**src/rtl/cdb_pkg.sv**
```systemverilog
// cdb_pkg: shared definitions for the common-data-bus (CDB) blocks.
//   CDB_DATA_W  - default broadcast result width
//   CDB_LABEL_W - default reservation-station label width
//   LABEL_NONE  - label value meaning "no label"; such results are never broadcast
//   cdbSrc_e    - requester index of each functional unit on the CDB
package cdb_pkg;

  localparam int CDB_DATA_W  = 32;
  localparam int CDB_LABEL_W = 4;
  localparam int LABEL_NONE  = 0;

  typedef enum logic [1:0] {
    SRC_ALU = 2'd0,
    SRC_MUL = 2'd1,
    SRC_DIV = 2'd2,
    SRC_MEM = 2'd3
  } cdbSrc_e;

endpackage

```
**src/rtl/cdb_arbiter_rr_pick.sv**
```systemverilog
// rr_pick: combinational rotate-priority encoder.
// Searches req starting at index ptr and wrapping modulo N. The first set
// index wins.
//   req   - request vector, one bit per requester
//   ptr   - index searched first (must be < N)
//   grant - one-hot winner, all zero when req is zero
//   idx   - binary winner index, 0 when req is zero
module rr_pick #(
  parameter int N     = 4,
  parameter int IDX_W = (N > 1) ? $clog2(N) : 1
) (
  input  logic [N-1:0]     req,
  input  logic [IDX_W-1:0] ptr,
  output logic [N-1:0]     grant,
  output logic [IDX_W-1:0] idx
);

  logic [IDX_W-1:0] cand_s;
  logic [IDX_W-1:0] idx_s;

  // (base + step) mod N, for base and step both below N.
  function automatic logic [IDX_W-1:0] wrapAdd(input logic [IDX_W-1:0] base,
                                               input logic [IDX_W-1:0] step);
    logic [IDX_W:0] sum;
    sum = {1'b0, base} + {1'b0, step};
    return (sum >= (IDX_W + 1)'(N)) ? (sum[IDX_W-1:0] - IDX_W'(N)) : sum[IDX_W-1:0];
  endfunction

  // Walk candidates from farthest to nearest so the nearest requester wins.
  always_comb begin
    cand_s = {IDX_W{1'b0}};
    idx_s  = {IDX_W{1'b0}};
    for (int k = N - 1; k >= 0; k--) begin
      cand_s = wrapAdd(ptr, IDX_W'(k));
      idx_s  = req[cand_s] ? cand_s : idx_s;
    end
  end

  // Produce the one-hot form, suppressed when nobody requests.
  always_comb begin
    if (|req) begin
      grant = {{(N - 1){1'b0}}, 1'b1} << idx_s;
    end else begin
      grant = {N{1'b0}};
    end
  end

  assign idx = idx_s;

endmodule

```
**src/rtl/cdb_arbiter.sv**
```systemverilog
// cdb_arbiter: responder side of the CDB require/accept handshake.
// Picks one requesting functional unit per cycle in round-robin order and
// accepts it combinationally. It then broadcasts that unit's result and label
// on the next rising edge.
//   clk       - clock, all state changes on the rising edge
//   nRST      - synchronous reset, active HIGH despite the name
//   require   - per-unit request, held until accepted
//   reqData   - packed results, unit i at [i*DATA_W +: DATA_W]
//   reqLabel  - packed labels, unit i at [i*LABEL_W +: LABEL_W]
//   requireAC - one-hot accept, same cycle as the grant (0 while in reset)
//   BCEN      - registered broadcast valid
//   BClabel   - registered broadcast label
//   BCdata    - registered broadcast data
//   lastGrant - registered one-hot of the latest winner, 0 if none since reset
module cdb_arbiter
  import cdb_pkg::*;
#(
  parameter int N_SRC   = 4,
  parameter int DATA_W  = CDB_DATA_W,
  parameter int LABEL_W = CDB_LABEL_W
) (
  input  logic                       clk,
  input  logic                       nRST,
  input  logic [N_SRC-1:0]           require,
  input  logic [N_SRC*DATA_W-1:0]    reqData,
  input  logic [N_SRC*LABEL_W-1:0]   reqLabel,
  output logic [N_SRC-1:0]           requireAC,
  output logic                       BCEN,
  output logic [LABEL_W-1:0]         BClabel,
  output logic [DATA_W-1:0]          BCdata,
  output logic [N_SRC-1:0]           lastGrant
);

  localparam int PTR_W = (N_SRC > 1) ? $clog2(N_SRC) : 1;

  logic [PTR_W-1:0]   ptr_r;
  logic [PTR_W-1:0]   nextPtr_s;
  logic [N_SRC-1:0]   pickGrant_s;
  logic [PTR_W-1:0]   pickIdx_s;
  logic [DATA_W-1:0]  winData_s;
  logic [LABEL_W-1:0] winLabel_s;
  logic               granted_s;
  logic               labelValid_s;
  logic               bcEn_r;
  logic [LABEL_W-1:0] bcLabel_r;
  logic [DATA_W-1:0]  bcData_r;
  logic [N_SRC-1:0]   lastGrant_r;

  rr_pick #(
    .N     (N_SRC),
    .IDX_W (PTR_W)
  ) uPick (
    .req   (require),
    .ptr   (ptr_r),
    .grant (pickGrant_s),
    .idx   (pickIdx_s)
  );

  // Accept the picked unit, but never while reset is asserted.
  always_comb begin
    if (nRST) begin
      requireAC = {N_SRC{1'b0}};
    end else begin
      requireAC = pickGrant_s;
    end
  end

  assign granted_s    = |requireAC;
  assign winData_s    = reqData[int'(pickIdx_s) * DATA_W +: DATA_W];
  assign winLabel_s   = reqLabel[int'(pickIdx_s) * LABEL_W +: LABEL_W];
  assign labelValid_s = (winLabel_s != LABEL_W'(LABEL_NONE));

  // The pointer moves to the slot just past the winner, wrapping at N_SRC.
  always_comb begin
    if (pickIdx_s == PTR_W'(N_SRC - 1)) begin
      nextPtr_s = {PTR_W{1'b0}};
    end else begin
      nextPtr_s = pickIdx_s + PTR_W'(1);
    end
  end

  // Round-robin pointer and most-recent-winner record.
  always_ff @(posedge clk) begin
    if (nRST) begin
      ptr_r       <= {PTR_W{1'b0}};
      lastGrant_r <= {N_SRC{1'b0}};
    end else if (granted_s) begin
      ptr_r       <= nextPtr_s;
      lastGrant_r <= requireAC;
    end else begin
      ptr_r       <= ptr_r;
      lastGrant_r <= lastGrant_r;
    end
  end

  // Broadcast registers.
  // Label-0 results are accepted but dropped, so data and label hold for them.
  always_ff @(posedge clk) begin
    if (nRST) begin
      bcEn_r    <= 1'b0;
      bcLabel_r <= {LABEL_W{1'b0}};
      bcData_r  <= {DATA_W{1'b0}};
    end else if (granted_s && labelValid_s) begin
      bcEn_r    <= 1'b1;
      bcLabel_r <= winLabel_s;
      bcData_r  <= winData_s;
    end else begin
      bcEn_r    <= 1'b0;
      bcLabel_r <= bcLabel_r;
      bcData_r  <= bcData_r;
    end
  end

  assign BCEN      = bcEn_r;
  assign BClabel   = bcLabel_r;
  assign BCdata    = bcData_r;
  assign lastGrant = lastGrant_r;

endmodule
```
**config.mk**
```make
export PLATFORM = sky130hd
export DESIGN_NAME = cdb_arbiter
export DESIGN_NICKNAME = d
export VERILOG_FILES = /design/src/rtl/cdb_pkg.sv /design/src/rtl/cdb_arbiter_rr_pick.sv /design/src/rtl/cdb_arbiter.sv
export SDC_FILE = /design/constraint.sdc
export NUM_CORES = 1
export LEC_CHECK = 0
export BUFFER_PORTS_ARGS = -buffer_cell sky130_fd_sc_hd__buf_2
export CAP_MARGIN = 20
export CELL_PAD_IN_SITES_DETAIL_PLACEMENT = 0
export CELL_PAD_IN_SITES_GLOBAL_PLACEMENT = 1
export CORE_MARGIN = 2
export CORE_UTILIZATION = 25
export CTS_CLUSTER_SIZE = 24
export DETAILED_ROUTE_END_ITERATION = 16
export HOLD_SLACK_MARGIN = 0.15
export PLACE_DENSITY = 0.71
export SKIP_CTS_REPAIR_TIMING = 1
export SLEW_MARGIN = 20
export SYNTH_ARGS = -nofsm -noshare
export SYNTH_HDL_FRONTEND = slang
export SYNTH_HIERARCHICAL = 1
export SYNTH_SLANG_ARGS = --single-unit
```
**constraint.sdc**
```tcl
create_clock -name clk -period 4.9 [get_ports clk]
set_input_delay 1.225 -clock clk [delete_from_list [all_inputs] [get_ports clk]]
set_output_delay 1.225 -clock clk [all_outputs]
set_load 0.01 [all_outputs]
```
==> results.cfg <==
[run_status]
status = complete, no violations

[global_route]
antenna_found_initial = 2
grt_use_total = 0.1486
grt_pass1_vias = 2985
grt_remaining_overflow = 0
grt_pass1_wl_um = 14880
grt_max_degree = 47

[critical_path]
cp-start-kind = input pin
rr_worst_depth = 7
worstReg2RegEnd = BCdata[24]$_SDFFE_PP0P_
critPathKind = input pin to register
crit_required_ns = 5.02
critPathCaptureType = register
cp.arrival_ns = 3.83
cp_max_fo = 32
r2r_slack_ns = 1.70
r2r-start = ptr_r[1]$_SDFFE_PP0P_

[sta]
fmax_mhz = 269.8
rsz0062_at_grt = false
worstMarginPinSlew_ns = 0.9238
finalSetupViolCount = 0
fin_crit_sh = 0.7563
drv_slew = 0
relSlewSlack = 0.3841
layout_min_cycle_time_ns = 3.706
hold_violations = 0
worst_clock_skew_ns = 0.005251
setup-tns-final_ns = 0

[layout]
area_growth_syn_to_layout_pct = 41.43
drive_above_1_share = 0.6323
fin_cells = 589
antenna_cells = 0
fin_nets = 597

[power_and_ir_drop]
ir_drop_v = 0.0001340
power.density_nw_per_um2 = 305.8
p_total_mw = 1.250
leakagePower_nw = 1.806

[synthesis]
synthAdderAreaFrac = 0.004329
synth.top_cells.by_count = 43 x dfxtp_1, 42 x a21oi_1, 36 x mux4_2
synth_cells = 270
ys_seq_area_frac = 0.2978
synth_edf_count = 0
synth_top_family_by_area = multiplexers
syn_area_um2 = 2890
synth_cell_types = 34
ys.flop_type = dfxtp_1
synthMuxAreaShare = 0.2840
synth_top_cell_by_area = dfxtp_1
syn-mean-instance-area_um2 = 10.70
yosys_warnings = 6
yosys.area_share.simple = 0.1515
synth_compound_area_frac = 0.1853
synth_nets = 421
synth_top_area_share = 0.2978
synth_xor_area_frac = 0
ys_async_sr_fraction = 0
synth-seq-cells = 43
netlist_top_cells_area = dfxtp_1 30%, mux4_2 28%, nand3_2 10%, a21oi_1 7.3%, o21ai_0 5.7%
synth.most_common_cell = dfxtp_1

[placement]
dp_cells = 582
gp_congestion = 0.7388
portBuffers = 194
place_hpwl_um = 7389

[route]
vias = 2951
ant_nets = 0
wl_um = 9365
drc = 0
dr.first_iter.drc_count = 79
avgViaCountPerCell = 5.010
wire_per_inst_um = 15.90
drt_pass1_iterations = 6

[die]
floorplan.rows = 39
die_x_um = 111.5
io_pins = 195
die_h_um = 111.5
coreArea_um2 = 11370
dieArea_um2 = 12440
start_util = 0.2542

[clock_network]
numCtsBuffers = 5
cts.sink_count = 43
cts_tree = done
cts-root-buf = clkbuf_16
clkLatencyLatePin_ns = 0.28
clk_pin_slew_worst_paths_ns = 0.06
h-tree-depth = 2
clockBufferDepth = 2

[hold_path]
hp-class = register to register
min_to = lastGrant[2]$_SDFFE_PP0P_
min_path_cells = 1
min_from = lastGrant[2]$_SDFFE_PP0P_

[run]
cap_violations = 0
-- worst max path at each step --
stage               start                 endpoint  slack, ns  cells after the start
3_3_place_gp   require[1]  BCdata[23]$_SDFFE_PP0P_       0.96                      8
5_1_grt        require[1]  BCdata[24]$_SDFFE_PP0P_       1.06                      8
6_report       require[1]  BCdata[24]$_SDFFE_PP0P_       1.19                      8
4_1_cts        require[1]  BCdata[24]$_SDFFE_PP0P_       1.21                      8
2_1_floorplan  require[0]  BCdata[15]$_SDFFE_PP0P_       1.26                     11
3_5_place_dp   require[1]  BCdata[24]$_SDFFE_PP0P_       0.90                      8
-- cell type report --
cell class | instances | area (µm²)
fillers | 1177 | 7282
multi-input cells | 190 | 1834
clock buffers | 6 | 128.9
repair buffers | 201 | 1036
flip-flops and latches | 43 | 860.8
clock inverters | 1 | 30.03
inverters | 5 | 18.77
well taps | 143 | 178.9
-- critical path, stage by stage --
cell and delay, ns:
buf_2 0.15, a21boi_0 0.20, o22ai_1 0.14, a31oi_4 0.37, mux4_2 0.62, or4_4 0.84, nand3_1 0.20, a21oi_1 0.07
-- report_power, final --
group | internal (mW) | switching (mW)
clock | 0.238 | 0.131
sequential | 0.392 | 0.0224
combinational | 0.228 | 0.238
-- metal layers --
metal,vias up,part of all wire,track usage
met2,146,0.49,0.2537
met1,1402,0.40,0.1781
met3,14,0.095,0.05498
li1,1385,-,-
met4,4,0.014,0.03704
met5,-,0.0028,0
-- registers in the layout, indices dropped and copies added (netlist names) --
signal     cells
BCdata        32
lastGrant      4
ptr_r          2
BCEN           1
BClabel        4
-- logic make-up (layout without fill, tap and decap cells) --
logic type	Yosys count	after routing
mux	37	37
simple gates	55	55
flops	43	43
compound gates	97	97
buf+inv	37	213
fa+ha+maj	1	1
-- cell usage in the layout, fill, tap and decap left out, drive strengths merged, types with 2 or more instances in the layout --
cell,netlist,final
a21boi,2,2
a21o,4,4
a21oi,44,44
buf,17,201
clkbuf,15,6
dfxtp,43,43
inv,5,5
mux4,36,36
nand2,7,7
nand3,32,32
nor2,7,7
nor2b,4,4
o21ai,40,40
o221a,2,2
-- metrics by stage --
| stage | utilization | hold slack, ns | setup WS (ns) | area, µm² |
|---|---|---|---|---|
| finish | 0.3595 | 0.4489 | 1.194 | 4088 |
| global route | 0.3595 | 0.4762 | 1.061 | 4088 |
| CTS | 0.3595 | 0.4581 | 1.206 | 4088 |
| detailed placement | 0.3455 | 0.4446 | 0.8995 | 3929 |
| global placement | 0.3455 | 0.4336 | 0.9590 | 3929 |
| floorplan | - | 0.4632 | 1.257 | 2890 |
(Power assumes the default switching activity.)
